--- config.mk ---
export PLATFORM = sky130hd
export DESIGN_NAME = coin_counter
export DESIGN_NICKNAME = d
export VERILOG_FILES = /design/src/rtl/coin_pkg.sv /design/src/rtl/coin_lane.sv /design/src/rtl/coin_counter.sv
export SDC_FILE = /design/constraint.sdc
export NUM_CORES = 1
export LEC_CHECK = 0
export ABC_CLOCK_PERIOD_IN_PS = 3800
export CAP_MARGIN = 15
export CORE_AREA = 5 5 167 169
export CTS_BUF_LIST = sky130_fd_sc_hd__clkbuf_16
export CTS_CLUSTER_SIZE = 20
export DETAILED_ROUTE_END_ITERATION = 12
export DIE_AREA = 0 0 172 174
export GPL_ROUTABILITY_DRIVEN = 0
export PLACE_DENSITY = 0.8
export SKIP_CTS_REPAIR_TIMING = 1
export SLEW_MARGIN = 20
export SYNTH_ARGS = -nofsm -noshare
export SYNTH_HDL_FRONTEND = slang
export SYNTH_SLANG_ARGS = --single-unit
export TNS_END_PERCENT = 50
--- constraint.sdc ---
create_clock -name clk -period 3.8 [get_ports clk]
set_input_delay 0.76 -clock clk [delete_from_list [all_inputs] [get_ports clk]]
set_output_delay 0.76 -clock clk [all_outputs]
set_load 0.05 [all_outputs]
--- src/rtl/coin_pkg.sv ---
// Shared constants for the coin counter: lane indices, denominations, lane FSM encoding.
// No timing or flow control; definitions only.
package coin_pkg;

   localparam int NUM_LANES = 4;

   localparam int LANE_1C  = 0;
   localparam int LANE_5C  = 1;
   localparam int LANE_10C = 2;
   localparam int LANE_25C = 3;

   localparam logic [5:0] CENTS_1C  = 6'd1;
   localparam logic [5:0] CENTS_5C  = 6'd5;
   localparam logic [5:0] CENTS_10C = 6'd10;
   localparam logic [5:0] CENTS_25C = 6'd25;

   localparam int unsigned DEBOUNCE_DEFAULT = 30000;
   localparam int unsigned JAM_DEFAULT      = 15000000;

   localparam logic [1:0] ST_IDLE     = 2'd0;
   localparam logic [1:0] ST_FALL_CHK = 2'd1;
   localparam logic [1:0] ST_BROKEN   = 2'd2;
   localparam logic [1:0] ST_RISE_CHK = 2'd3;

   // Value in cents of all lanes pulsing in one cycle (max 41).
   function automatic logic [5:0] event_cents(input logic [3:0] ev);
      logic [5:0] sum;
      sum = 6'd0;
      if (ev[LANE_1C])  sum = sum + CENTS_1C;
      if (ev[LANE_5C])  sum = sum + CENTS_5C;
      if (ev[LANE_10C]) sum = sum + CENTS_10C;
      if (ev[LANE_25C]) sum = sum + CENTS_25C;
      return sum;
   endfunction

endpackage

--- src/rtl/coin_lane.sv ---
// One beam lane: 2-flop sync, debounce FSM, jam timer; event 2+DEBOUNCE_CYCLES after the fall.
// No backpressure: coin_event is a one-cycle pulse that must be consumed when it fires.
module coin_lane
   import coin_pkg::*;
#(
   parameter int unsigned DEBOUNCE_CYCLES = DEBOUNCE_DEFAULT,
   parameter int unsigned JAM_CYCLES      = JAM_DEFAULT
) (
   input  logic clk,
   input  logic rst_n,
   input  logic beam_raw,
   output logic coin_event,
   output logic jam
);

   localparam int DB_W = $clog2(DEBOUNCE_CYCLES + 1);
   localparam int JM_W = $clog2(JAM_CYCLES + 1);
   // The cycle that moves IDLE/BROKEN into a check state is the first stable cycle.
   localparam logic [DB_W-1:0] DB_LAST = DB_W'(DEBOUNCE_CYCLES - 2);
   localparam logic [JM_W-1:0] JM_MAX  = JM_W'(JAM_CYCLES);
   localparam logic [JM_W-1:0] JM_LAST = JM_W'(JAM_CYCLES - 1);

   logic            sync1;
   logic            sync2;
   logic [1:0]      state;
   logic [DB_W-1:0] db_cnt;
   logic [JM_W-1:0] jam_cnt;
   logic            jam_tick;

   always_comb begin
      jam_tick = 1'b0;
      if ((state == ST_BROKEN || state == ST_RISE_CHK) && !sync2) jam_tick = 1'b1;
   end

   always_ff @(posedge clk or negedge rst_n) begin
      if (!rst_n) begin
         sync1      <= 1'b1;
         sync2      <= 1'b1;
         state      <= ST_IDLE;
         db_cnt     <= '0;
         jam_cnt    <= '0;
         coin_event <= 1'b0;
         jam        <= 1'b0;
      end else begin
         sync1      <= beam_raw;
         sync2      <= sync1;
         coin_event <= 1'b0;

         if (jam_tick && jam_cnt != JM_MAX) begin
            jam_cnt <= jam_cnt + JM_W'(1);
            if (jam_cnt == JM_LAST) jam <= 1'b1;
         end

         case (state)
            ST_IDLE: begin
               if (!sync2) begin
                  state  <= ST_FALL_CHK;
                  db_cnt <= '0;
               end
            end
            ST_FALL_CHK: begin
               if (sync2) begin
                  state <= ST_IDLE;
               end else if (db_cnt == DB_LAST) begin
                  state      <= ST_BROKEN;
                  coin_event <= 1'b1;
                  jam_cnt    <= '0;
               end else begin
                  db_cnt <= db_cnt + DB_W'(1);
               end
            end
            ST_BROKEN: begin
               if (sync2) begin
                  state  <= ST_RISE_CHK;
                  db_cnt <= '0;
               end
            end
            ST_RISE_CHK: begin
               if (!sync2) begin
                  state <= ST_BROKEN;
               end else if (db_cnt == DB_LAST) begin
                  state   <= ST_IDLE;
                  jam     <= 1'b0;
                  jam_cnt <= '0;
               end else begin
                  db_cnt <= db_cnt + DB_W'(1);
               end
            end
            default: state <= ST_IDLE;
         endcase
      end
   end

endmodule

--- src/rtl/coin_counter.sv ---
// Four debounced coin lanes with saturating per-lane counts, cents total and sticky pending flags.
// Counts/total/pending update one cycle after coin_event; no backpressure, ack only clears pending.
module coin_counter
   import coin_pkg::*;
#(
   parameter int unsigned DEBOUNCE_CYCLES = DEBOUNCE_DEFAULT,
   parameter int unsigned JAM_CYCLES      = JAM_DEFAULT,
   parameter int          CNT_W           = 16
) (
   input  logic             clk,
   input  logic             rst_n,
   input  logic [3:0]       beam_raw,
   input  logic [3:0]       ack,
   input  logic             clear,
   output logic [3:0]       coin_event,
   output logic [3:0]       pending,
   output logic [3:0]       jam,
   output logic [CNT_W-1:0] count_1,
   output logic [CNT_W-1:0] count_5,
   output logic [CNT_W-1:0] count_10,
   output logic [CNT_W-1:0] count_25,
   output logic [31:0]      total_cents
);

   localparam logic [CNT_W-1:0] CNT_MAX = '1;

   logic [CNT_W-1:0] cnt_q [NUM_LANES];
   logic [31:0]      total_base;
   logic [32:0]      total_sum;

   for (genvar i = 0; i < NUM_LANES; i++) begin : g_lane
      coin_lane #(
         .DEBOUNCE_CYCLES (DEBOUNCE_CYCLES),
         .JAM_CYCLES      (JAM_CYCLES)
      ) u_lane (
         .clk        (clk),
         .rst_n      (rst_n),
         .beam_raw   (beam_raw[i]),
         .coin_event (coin_event[i]),
         .jam        (jam[i])
      );
   end

   // A clear in the same cycle as an event still keeps that event's value.
   always_comb begin
      total_base = clear ? 32'd0 : total_cents;
      total_sum  = {1'b0, total_base} + 33'(event_cents(coin_event));
   end

   always_ff @(posedge clk or negedge rst_n) begin
      if (!rst_n) begin
         for (int l = 0; l < NUM_LANES; l++) cnt_q[l] <= '0;
         total_cents <= 32'd0;
         pending     <= 4'd0;
      end else begin
         for (int l = 0; l < NUM_LANES; l++) begin
            if (clear) begin
               cnt_q[l] <= coin_event[l] ? CNT_W'(1) : '0;
            end else if (coin_event[l] && cnt_q[l] != CNT_MAX) begin
               cnt_q[l] <= cnt_q[l] + CNT_W'(1);
            end
         end
         total_cents <= total_sum[32] ? 32'hFFFF_FFFF : total_sum[31:0];
         pending     <= coin_event | (pending & ~ack);
      end
   end

   assign count_1  = cnt_q[LANE_1C];
   assign count_5  = cnt_q[LANE_5C];
   assign count_10 = cnt_q[LANE_10C];
   assign count_25 = cnt_q[LANE_25C];

endmodule

Word level (Yosys, flattened, before mapping)
Index checks and enable logic that the tools add are counted.

Eq/ne operators: 52. Muxes and demuxes: 126. Bitwise logic cells: 3. Add/sub/neg operators: 16. Reductions and logical operators: 36.

Operators with widths (number): 2-to-1 mux 24 bit (16); 2-to-1 mux 15 bit (20); one-hot mux 15 bit (4 select lines) (4); one-hot mux 24 bit (2 select lines) (4); 2-to-1 mux 16 bit (8); adder 24 x 1 -> 24 bit (second input constant) (4); == test 24 bit (second input constant) (4); inequality test 24 bit (second input constant) (4); adder 16 x 1 -> 16 bit (second input constant) (4); 2-to-1 mux 32 bit (2); inequality test 16 bit (second input constant) (4); adder 15 x 1 -> 15 bit (second input constant) (4); == test 15 bit (second input constant) (4); 2-to-1 mux 2 bit (24); 2-to-1 mux 1 bit (41); adder 32 x 6 -> 33 bit (1); one-hot mux 2 bit (4 select lines) (4); AND reduction 4 bit (8); 2-to-1 mux 6 bit (3); == test 2 bit (second input constant) (8); inequality test 2 x 1 -> 1 bit (second input constant) (8); inequality test 2 bit (second input constant) (8); logical AND 1 bit (12); inequality test 3 x 1 -> 1 bit (second input constant) (4); other kinds (12) (30).

Register bits: 280. Word-level logic and storage cells: 267. Output and inout bits: 108. Input port bits: 11.

Longest topological paths before layout
Gate-level depths: netlist of run 1.

Depth in word-level cells: 9. Gate-level depth with buffers: 15. Depth with buffers taken out: 14.

Hierarchy
A second synthesis of run 1 with hierarchy kept.

Cells, all modules: 1656. Area, all modules: 15846.4 sq um.

By module, submodules not included: coin_lane (g_lane[0].u_lane ...) (area each 2576.2 sq um, instances 3, cells an instance 266); coin_counter (area each 5743.0 sq um, instances 1, cells an instance 614); coin_lane (g_lane[3].u_lane) (area each 2374.8 sq um, instances 1, cells an instance 244).

Worst setup path after synthesis of run 1
No wires, ideal clock.

Path kind: register -> register. From: register g_lane[0].u_lane.coin_event. To: register total_cents[11]. Path slack: 0.261 ns. Data required time: 3.666 ns. Buffers on the path: 3. Stages on the path, launching flop included: 15. Arrival: 3.405 ns. Period minus slack after synthesis: 3.539 ns. Cells stage by stage: dfrtp_1 > clkbuf_1 > inv_1 > ha_1 > nor2_1 > nand2_1 > and2_1 > fa_1 > a21o_1 > a311oi_1 > clkbuf_1 > nor2_1 > nand3_1 > clkbuf_1 > nand2_1.

Word-level cells in the longest chain between the ends: 9.

RTL lines: start: declaration (line coin_lane.sv:12) `output logic coin_event,`; start signal: assignment (line coin_lane.sv:42) `coin_event <= 1'b0;`; start signal: assignment (line coin_lane.sv:47) `coin_event <= 1'b0;`; start signal: assignment (line coin_lane.sv:66) `coin_event <= 1'b1;`; 2-to-1 mux 1 bit (*) (line coin_pkg.sv:29) `if (ev[LANE_1C]) sum = sum + CENTS_1C;`; adder 6 x 3 -> 6 bit (line coin_pkg.sv:30) `if (ev[LANE_5C]) sum = sum + CENTS_5C;`; 2-to-1 mux 6 bit (*) (line coin_pkg.sv:30); adder 6 x 4 -> 6 bit (line coin_pkg.sv:31) `if (ev[LANE_10C]) sum = sum + CENTS_10C;`; 2-to-1 mux 6 bit (*) (line coin_pkg.sv:31); adder 6 x 5 -> 6 bit (line coin_pkg.sv:32) `if (ev[LANE_25C]) sum = sum + CENTS_25C;`; 2-to-1 mux 6 bit (*) (line coin_pkg.sv:32); adder 32 x 6 -> 33 bit (*) (line coin_counter.sv:47) `total_sum = {1'b0, total_base} + 33'(event_cents(coin_event));`; 2-to-1 mux 32 bit (*) (line coin_counter.sv:63) `total_cents <= total_sum[32] ? 32'hFFFF_FFFF : total_sum[31:0];`; end signal: assignment (line coin_counter.sv:63); end: declaration (line coin_counter.sv:22) `output logic [31:0] total_cents`.

Mark *: on every way between the ends. The rest lies on a longest branch, timed or not. A chain may end at the register's enable or synchronous reset.

Final worst setup path of run 1
From: register g_lane[1].u_lane.coin_event. To: register total_cents[16].

Word-level cells in the longest chain between the ends: 7.

RTL lines (line): start: declaration (coin_lane.sv:12); start signal: assignment (coin_lane.sv:42); start signal: assignment (coin_lane.sv:47); start signal: assignment (coin_lane.sv:66); 2-to-1 mux 6 bit (*) (coin_pkg.sv:30); adder 6 x 4 -> 6 bit (coin_pkg.sv:31); 2-to-1 mux 6 bit (*) (coin_pkg.sv:31); adder 6 x 5 -> 6 bit (coin_pkg.sv:32); 2-to-1 mux 6 bit (*) (coin_pkg.sv:32); adder 32 x 6 -> 33 bit (*) (coin_counter.sv:47); 2-to-1 mux 32 bit (*) (coin_counter.sv:63).

Marked as above.

==> impl_metrics.env, run 1 <==
export IMPL_fin_ws_ns=0.297
export IMPL_synth_enable_flop_cells=0
export IMPL_yosys_register_bits=280
export IMPL_clk_latency_ns=0.56
export IMPL_track_usage_pct=22.4
export IMPL_dp_cells=2017
export IMPL_cts_buffer_depth=3
export IMPL_rrSetupSlack_ns=0.30
export IMPL_tns_ns=0
export IMPL_nFillCells=2015
export IMPL_p_int_mw=4.77
export IMPL_vdd_drop_max_mv=0.317
export IMPL_cts_root_buf="clkbuf_16"
export IMPL_whs_ns=0.222
export IMPL_area_growth_pct=16.5
export IMPL_grt_pass1_vias=12100
export IMPL_hpwl_um=23500
export IMPL_max_slew_margin_rel_pct=32.1
export IMPL_p_leak_nw=7.61
export IMPL_die_area_sq_um=29900
export IMPL_cap_violations=0
export IMPL_p_per_area_nw_per_um2=350
export IMPL_cts_sinks=280
export IMPL_finalHoldViolCount=0
export IMPL_rows=60
export IMPL_worst_pin_slew_ns=1.01
export IMPL_required_ns=4.22
export IMPL_fp_dieH_um=174
export IMPL_antenna_found_initial=0
export IMPL_switching_share_pct=22.9
export IMPL_postRouteAntennaNets=0
export IMPL_drive_gt1_share_pct=6.52
export IMPL_cp_arrival_ns=3.93
export IMPL_final_area_sq_um=17700
export IMPL_htree_levels=1
export IMPL_startpoint_type="flop"
export IMPL_start_util_pct=57.4
export IMPL_synth_seq_area_share_pct=46.3
export IMPL_drv_slew=0
export IMPL_layout_nets=1751
export IMPL_worst_setup_path_end_kind="flop"
export IMPL_synthArstFlopShare_pct=100
export IMPL_io_buffers=118
export IMPL_seq_area_sq_um=7020
export IMPL_crit_fanout=16
export IMPL_finalPower_mw=6.19
export IMPL_switching_power_mw=1.41
export IMPL_critical_path_class="reg -> reg"
export IMPL_syn_nets=1645
export IMPL_vias=12400
export IMPL_drc_errors=0
export IMPL_finalCriticalPeriod_ns=3.50
export IMPL_viasPerCell=5.97
export IMPL_seq_power_share_pct=49.6
export IMPL_multi_input_area_sq_um=7650
export IMPL_synth_warnings=0
export IMPL_overflow=0
export IMPL_core_area_sq_um=26400
export IMPL_n_antenna_cell=0
export IMPL_grt_first_pass_wirelength_um=57700
export IMPL_rr_startpoint="g_lane[1].u_lane.coin_event"
export IMPL_grt_max_degree=98
export IMPL_place_ws_ns=0.396
export IMPL_synth_cell_area_sq_um=15200
export IMPL_setup_viol=0
export IMPL_routedWlPerCell_um=16.5
export IMPL_status="finished clean"
export IMPL_firstDrtPassIters=5
export IMPL_clk_pin_slew_ns=0.06
export IMPL_boundaryPins=119
export IMPL_fmax_mhz=285
export IMPL_drt_iter0_drc=996
export IMPL_cts_buffers=31
export IMPL_finalWirelength_um=34200
export IMPL_setup_worst_path_start="g_lane[1].u_lane.coin_event"
export IMPL_hp_class="in -> async"
export IMPL_stdcell_count=2075
export IMPL_pwr_share_comb_pct=3.2
export IMPL_utilization_pct=66.8
export IMPL_ys_types=68
export IMPL_tritoncts="done"
export IMPL_clock_skew_ns=0.00806
export IMPL_die_width_um=172
export IMPL_syn_area_per_cell_sq_um=9.46
export IMPL_placed_cell_area_sq_um=16700
export IMPL_synthCells=1603
export IMPL_p_clk_share_pct=47.2
export IMPL_period_share_pct=92.2
export IMPL_synth_top_flop_cell="dfrtp_1"
export IMPL_rsz0062_at_grt="false"
[sequential cells by signal (all words and copies together) (netlist names), 16 cells and up, named ones only]
signal and flops:
g_lane.u_lane.jam_cnt 96, count_25 16, total_cents 32, count_10 16, g_lane.u_lane.db_cnt 60, count_5 16, count_1 16
[power groups by stage]
stage | Clock [mW] | Combinational [mW] | Sequential, mW
final | 2.92 | 0.195 | 3.07
after global routing | 3.10 | 0.225 | 3.07
after global placement | 0 | 0.194 | 3.12
after CTS | 2.98 | 0.200 | 3.07
after detailed placement | 0 | 0.200 | 3.12
after floorplan | 0 | 0.105 | 3.10
[routing by layer]
layer  global-route usage (%)  wire length, um  up-vias
met1                     31.0            15400     6087
met2                     37.2            16400      326
li1                         -                -     5926
met5                        0                0        -
met3                     3.05             1820       55
met4                     5.80              632        0
[critical path, cell delays in order (launching register included)]
cell	delay [ns]
dfrtp_1	0.39
buf_4	0.19
ha_1	0.34
nor2_1	0.23
nand2_1	0.12
and2_1	0.21
fa_1	0.47
a21o_1	0.22
a311oi_1	0.44
buf_4	0.27
nor2_1	0.07
nand3_1	0.09
buf_4	0.21
o21ai_0	0.11
[final timing paths]
| check | end | cells after the start |
|---|---|---|
| worst max-delay path | total_cents[16] | 13 |
| min in group clk | g_lane[2].u_lane.sync2 | 0 |
| worst min-delay path | total_cents[16] | 1 |
| worst min register to register | g_lane[2].u_lane.sync2 | 0 |
| worst max register to register | total_cents[16] | 13 |
| max in group asynchronous | count_1[8] | 2 |
[Yosys cell counts (all sizes together), types with 33 or more instances]
cell type | instances | area share [%]
nand3 | 84 | 2.8
a21oi | 52 | 1.7
nor2 | 215 | 5.4
and4 | 35 | 2.0
nand2 | 127 | 3.1
xnor2 | 100 | 5.8
inv | 50 | 1.2
nor3 | 36 | 1.2
o21ai | 62 | 2.0
xor2 | 76 | 4.4
dfrtp | 272 | 45
clkbuf | 46 | 1.1
and3 | 33 | 1.4
nand4 | 65 | 2.7
[layout make-up]
| type | count | share of cell area (%) |
|---|---|---|
| clock buffer | 31 | 4.39 |
| clock inverter | 27 | 1.24 |
| inverter | 50 | 1.06 |
| multi-input combinational | 1205 | 43.3 |
| sequential | 280 | 39.7 |
| tap | 341 | 2.42 |
| timing repair buffer | 141 | 7.82 |
[kinds of logic after synthesis]
| kind of cell | Yosys count | synth area share, % |
|---|---|---|
| and+or+nand+nor | 750 | 26.2 |
| AOI/OAI and AO/OA | 225 | 9.85 |
| adders and majority gates | 31 | 2.61 |
| muxes | 23 | 1.58 |
| DFF | 280 | 46.3 |
| buffers and inverters | 118 | 3.27 |
| xor gates and xnor gates | 176 | 10.2 |
[cells in the final DEF, fill, tap and decap left out, types with 8 or more instances in the layout]
cell,n
dfrtp_1,272
nor2_1,214
nand2_1,127
clkdlybuf4s50_1,116
xnor2_1,99
nand3_1,84
xor2_1,76
nand4_1,65
o21ai_0,61
a21oi_1,52
inv_1,51
nor3_1,35
and4_1,35
and3_1,33
clkbuf_16,31
ha_1,30
nor4_1,23
or3_1,23
nor2b_1,22
buf_4,22
a211oi_1,19
mux2i_1,16
a21o_1,14
o211ai_1,13
clkinv_2,13
and2_1,12
a2111oi_0,11
a22o_1,10
nor4b_1,9
nor4bb_1,8
nand2b_1,8
nor3b_1,8
dfstp_2,8
(Power assumes the default switching activity.)
==> inputs of run 2 (changes only) <==
ABC_CLOCK_PERIOD_IN_PS = default   (was 3800)
==> results of run 2 <==
Same layout as run 1: the final DEF is identical, and so are final timing and power.
==> RTL change 1 (config.mk and constraints of run 1) <==
One comparison of `db_cnt` changes from == to >=.
--- a/src/rtl/coin_lane.sv
+++ b/src/rtl/coin_lane.sv
@@ -78,7 +78,7 @@
             ST_RISE_CHK: begin
                if (!sync2) begin
                   state <= ST_BROKEN;
-               end else if (db_cnt == DB_LAST) begin
+               end else if (db_cnt >= DB_LAST) begin
                   state   <= ST_IDLE;
                   jam     <= 1'b0;
                   jam_cnt <= '0;
Function: same outputs for any inputs over 4 cycles, from zero or initial values and one cycle with rst_n low; that may be too few to reach the edited logic, so the function may still have changed.
==> RTL change 1 against run 1 <==
- global-route usage fell by 1.1 points
- worst hold slack improved by 0.027 ns
- via count fell by 2.1%
- routed wire length fell by 5.6%
- area after synthesis fell by 1.1%
- clock skew rose by 0.012 ns
- worst setup slack improved by 0.066 ns
- power fell by 4.6%
- largest cell class unchanged
- cell area fell by 1.6%
- final cell count rose by 1.6%
- sequential cell count did not move
- highest routed layer is now met5
- critical path depth rose by 1
==> RTL change 1: results (changes against run 1) <==
met2_length_um: 15410  # was 16,360 um
rr_endpoint: "total_cents[30]"  # was total_cents[16]
reg2reg_depth: 14  # was 13
grt_pass1_wl_um: 54780  # was 57,680 um
dr_wl_met3_um: 1673  # was 1816 um
antenna_found_initial: 1  # was 0
fin_worst_skew_ns: 0.01958  # was 0.008061 ns
highest_layer: "met5"  # was met4
seqPwrFrac_pct: 52.0  # was 49.6%
powerClk_mw: 2.65  # was 2.92 mW
synth_area_leaders: "dfrtp_1, nor2_1, xnor2_1"  # was dfrtp_1, xnor2_1, nor2_1
wl_met1_um: 14470  # was 15,400 um
grtUsageMet1_pct: 29.83  # was 30.97%
p_int_mw: 4.583  # was 4.771 mW
drtIter0Drc: 962  # was 996
synthTopCellsByCount: "dfrtp_1, nor2_1, nand2_1"  # unchanged
nFillCells: 2059  # was 2,015
synth_nets: 1684  # was 1,645
post-place-ws_ns: 0.2863  # was 0.3958 ns
grt_util_all_layers_pct: 21.26  # was 22.35%
cp_max_fo: 23  # was 16
drtPass1Iterations: 6  # was 5
drive_above_1_share_pct: 4.412  # was 6.517%
via_per_inst: 5.753  # was 5.973
ff2ff_setup_slack_ns: 0.36  # was 0.30 ns
ys_seq_area_share_pct: 46.82  # was 46.29%
first_global_vias: 11570  # was 12,100
crit_arrival_ns: 3.82  # was 3.93 ns
cts_max_level: 1  # unchanged
numCtsBuffers: 29  # was 31
grt.met3_usage_pct: 2.661  # was 3.048%
r2r_start: "g_lane[0].u_lane.coin_event"  # was g_lane[1].u_lane.coin_event
vdd_drop_max_mv: 0.3011  # was 0.3168 mV
leakage_nw: 7.482  # was 7.613 nW
outcome: "completed"  # unchanged
whs_ns: 0.2491  # was 0.2222 ns
yosys.cell_types.count: 73  # was 68
dp_hpwl_um: 22590  # was 23,540 um
nets: 1787  # was 1,751
grt_max_degree: 99  # was 98
[RTL change 1: changes by cell type in the layout (fill, tap and decap cells not counted), sizes merged, moves of 14 or more]
cell	before	now
a211oi	19	5
a21oi	52	36
nand2	127	143
nand3	84	102
nor2	215	264
nor3	36	58
xor2	76	91
[RTL change 1: critical path, stage by stage, from the launching register on]
cell,delay (ns)
dfrtp_1,0.41
ha_1,0.21
inv_1,0.06
ha_1,0.24
nor2_1,0.23
nand2_1,0.11
and2_1,0.20
fa_1,0.48
a211oi_1,0.34
o21ai_0,0.18
nand2_1,0.11
nor2_1,0.06
nand4_1,0.33
buf_12,0.20
o21ai_0,0.10
[RTL change 1: kinds of logic (layout without fill, tap and decap cells)]
family	after synthesis	count (layout)	synth area share, %
xor+xnor	197	197	11.51
buf+inv	118	244	3.256
simple gates	832	832	27.78
flops	280	280	46.82
fa+ha+maj	31	31	2.638
compound gates	172	172	7.197
mux	12	12	0.8015
[RTL change 1: layout make-up]
type / count / area share, %
Timing Repair Buffer: 137 / 7.835
Sequential cell: 280 / 40.39
Multi-Input combinational cell: 1244 / 43.10
Tap cell: 341 / 2.456
Clock buffer: 29 / 4.177
Clock inverter: 25 / 0.9002
Inverter: 53 / 1.145
[RTL change 1: metrics by stage]
| stage | cell area [um2] | utilization (%) | power (mW) | std cells |
|---|---|---|---|---|
| 2_1_floorplan | 14990 | - | 3.198 | 1642 |
| 3_3_place_gp | 16490 | 62.39 | 3.305 | 2055 |
| 3_5_place_dp | 16490 | 62.39 | 3.311 | 2055 |
| 4_1_cts | 17370 | 65.72 | 5.961 | 2109 |
| 5_1_grt | 17370 | 65.75 | 6.118 | 2109 |
| 6_report | 17370 | 65.75 | 5.901 | 2109 |
==> RTL change 2 (settings of run 1) <==
Made on the original files. The package constant `JAM_DEFAULT` goes from 15000000 to 60000000.
--- a/src/rtl/coin_pkg.sv
+++ b/src/rtl/coin_pkg.sv
@@ -15,7 +15,7 @@
    localparam logic [5:0] CENTS_25C = 6'd25;
 
    localparam int unsigned DEBOUNCE_DEFAULT = 30000;
-   localparam int unsigned JAM_DEFAULT      = 15000000;
+   localparam int unsigned JAM_DEFAULT      = 60000000;
 
    localparam logic [1:0] ST_IDLE     = 2'd0;
    localparam logic [1:0] ST_FALL_CHK = 2'd1;
Check against the original RTL: same outputs for any inputs over 4 cycles, from zero or initial values and one cycle with rst_n low; that may be too few to reach the edited logic, so the function may still have changed.
==> RTL change 2 against run 1 <==
- critical path depth increased by 1
- critical endpoint is now total_cents[27]
- largest cell class unchanged
- worst setup slack improved by 0.19 ns
- area after synthesis increased by 3.5%
- power increased by 6.3%
- cell area increased by 3.3%
- non-clock buffer count decreased by 5
- sequential cell count increased by 8
- sequential power increased by 2%
- sequential share of layout area decreased by 0.16 points
- highest routed layer unchanged
- clock skew increased by 0.0048 ns
- routed wire length increased by 3.9%
- global-route usage increased by 1.4 points
==> RTL change 2: results (changes against run 1) <==
grt_util_all_layers_pct: 23.74  # was 22.35%
slowest_stage: "or4b_1"  # was fa_1
clock-root-buffer: "clkbuf_16"  # unchanged
cts_max_level: 2  # was 1
place_inst: 2055  # was 2,017
met2_length_um: 17170  # was 16,360 um
nets: 1792  # was 1,751
grt_pass1_wl_um: 60910  # was 57,680 um
clkTransAtPathRegs_ns: 0.06  # about the same
avgSynthCellArea_um2: 9.466  # was 9.455 um2
drive_above_1_share_pct: 6.035  # was 6.517%
crit_type: "reg2reg"  # unchanged
fin_worst_skew_ns: 0.01287  # was 0.008061 ns
outcome: "completed"  # unchanged
dp_hpwl_um: 24330  # was 23,540 um
critical_path.top_delay_family: "simple AND/OR/NAND/NOR gates"  # was adder cells
ys_seq_area_share_pct: 45.99  # was 46.29%
drt-wirelength-per-cell_um: 16.81  # was 16.49 um
crit_arrival_ns: 3.73  # was 3.93 ns
cp_max_fo: 9  # was 16
synth_area_leaders: "dfrtp_1, xnor2_1, nor2_1"  # unchanged
drtIter0Drc: 1143  # was 996
first_global_vias: 12760  # was 12,100
fin_cells: 2114  # was 2,075
top_regs: "g_lane.u_lane.jam_cnt (104), g_lane.u_lane.db_cnt (60), total_cents (32)"  # was g_lane.u_lane.jam_cnt (96), g_lane.u_lane.db_cnt (60), total_cents (32)
wl_met1_um: 15650  # was 15,400 um
antenna_found_initial: 0  # unchanged
nFillCells: 2011  # was 2,015
synth_nets: 1700  # was 1,645
numCtsBuffers: 34  # was 31
dr_wl_met3_um: 1878  # was 1816 um
grt_max_degree: 90  # was 98
clkLatencyLatePin_ns: 0.50  # was 0.56 ns
yosys.cell_types.count: 79  # was 68
[RTL change 2: power groups by stage]
stage                     Sequential [mW]  Combinational, mW  Clock [mW]
after floorplan                      3.18             0.0904           0
after detailed placement             3.20              0.189           0
after global routing                 3.15              0.214        3.46
after global placement               3.19              0.183           0
final                                3.14              0.184        3.25
after CTS                            3.14              0.189        3.32
[RTL change 2: worst paths after layout]
check / slack (ns) / cells past startpoint / end
max: 0.48 / 14 / total_cents[27]
min: 0.26 / 1 / total_cents[15]
max reg2reg: 0.48 / 14 / total_cents[27]
min reg2reg: 0.35 / 0 / g_lane[1].u_lane.sync2
max in group asynchronous: 2.68 / 2 / g_lane[2].u_lane.sync1
min in group clk: 0.35 / 0 / g_lane[1].u_lane.sync2
[RTL change 2: cell type report]
class	count	area, um2	share of cell area, %
multi-input combinational	1247	7954	43.62
sequential	288	7217	39.57
timing repair buffer	136	1356	7.437
clock buffer	37	925.9	5.077
tap	341	426.7	2.340
clock inverter	22	195.2	1.070
inverter	43	161.4	0.8851
[RTL change 2: logic make-up (layout without fill, tap and decap cells)]
kind of cell             Yosys count  in the layout  share of synthesized area [%]
buffers and inverters            123            238                          3.388
multiplexers                      18             18                          1.156
flip-flops                       288            288                          45.99
AO/OA/AOI/OAI                    226            226                          9.360
AND/OR/NAND/NOR                  793            793                          27.60
XOR/XNOR                         179            179                          9.990
adder cells (fa/ha/maj)           31             31                          2.519
[RTL change 2: routing by layer]
metal  track usage [%]  vias to the layer above
met5                 0                        -
met4             7.272                        0
met3             3.434                       62
met2             38.75                      391
met1             32.98                     6394
li1                  -                     6163
[RTL change 2: stage by stage]
stage / utilization [%] / instance area (um2) / total power, mW / hold slack (ns)
2_1_floorplan: - / 15690 / 3.271 / 0.3452
3_3_place_gp: 64.76 / 17110 / 3.376 / 0.3459
3_5_place_dp: 64.76 / 17110 / 3.385 / 0.3473
4_1_cts: 69.00 / 18230 / 6.648 / 0.2851
5_1_grt: 69.01 / 18240 / 6.818 / 0.3219
6_report: 69.01 / 18240 / 6.575 / 0.2565
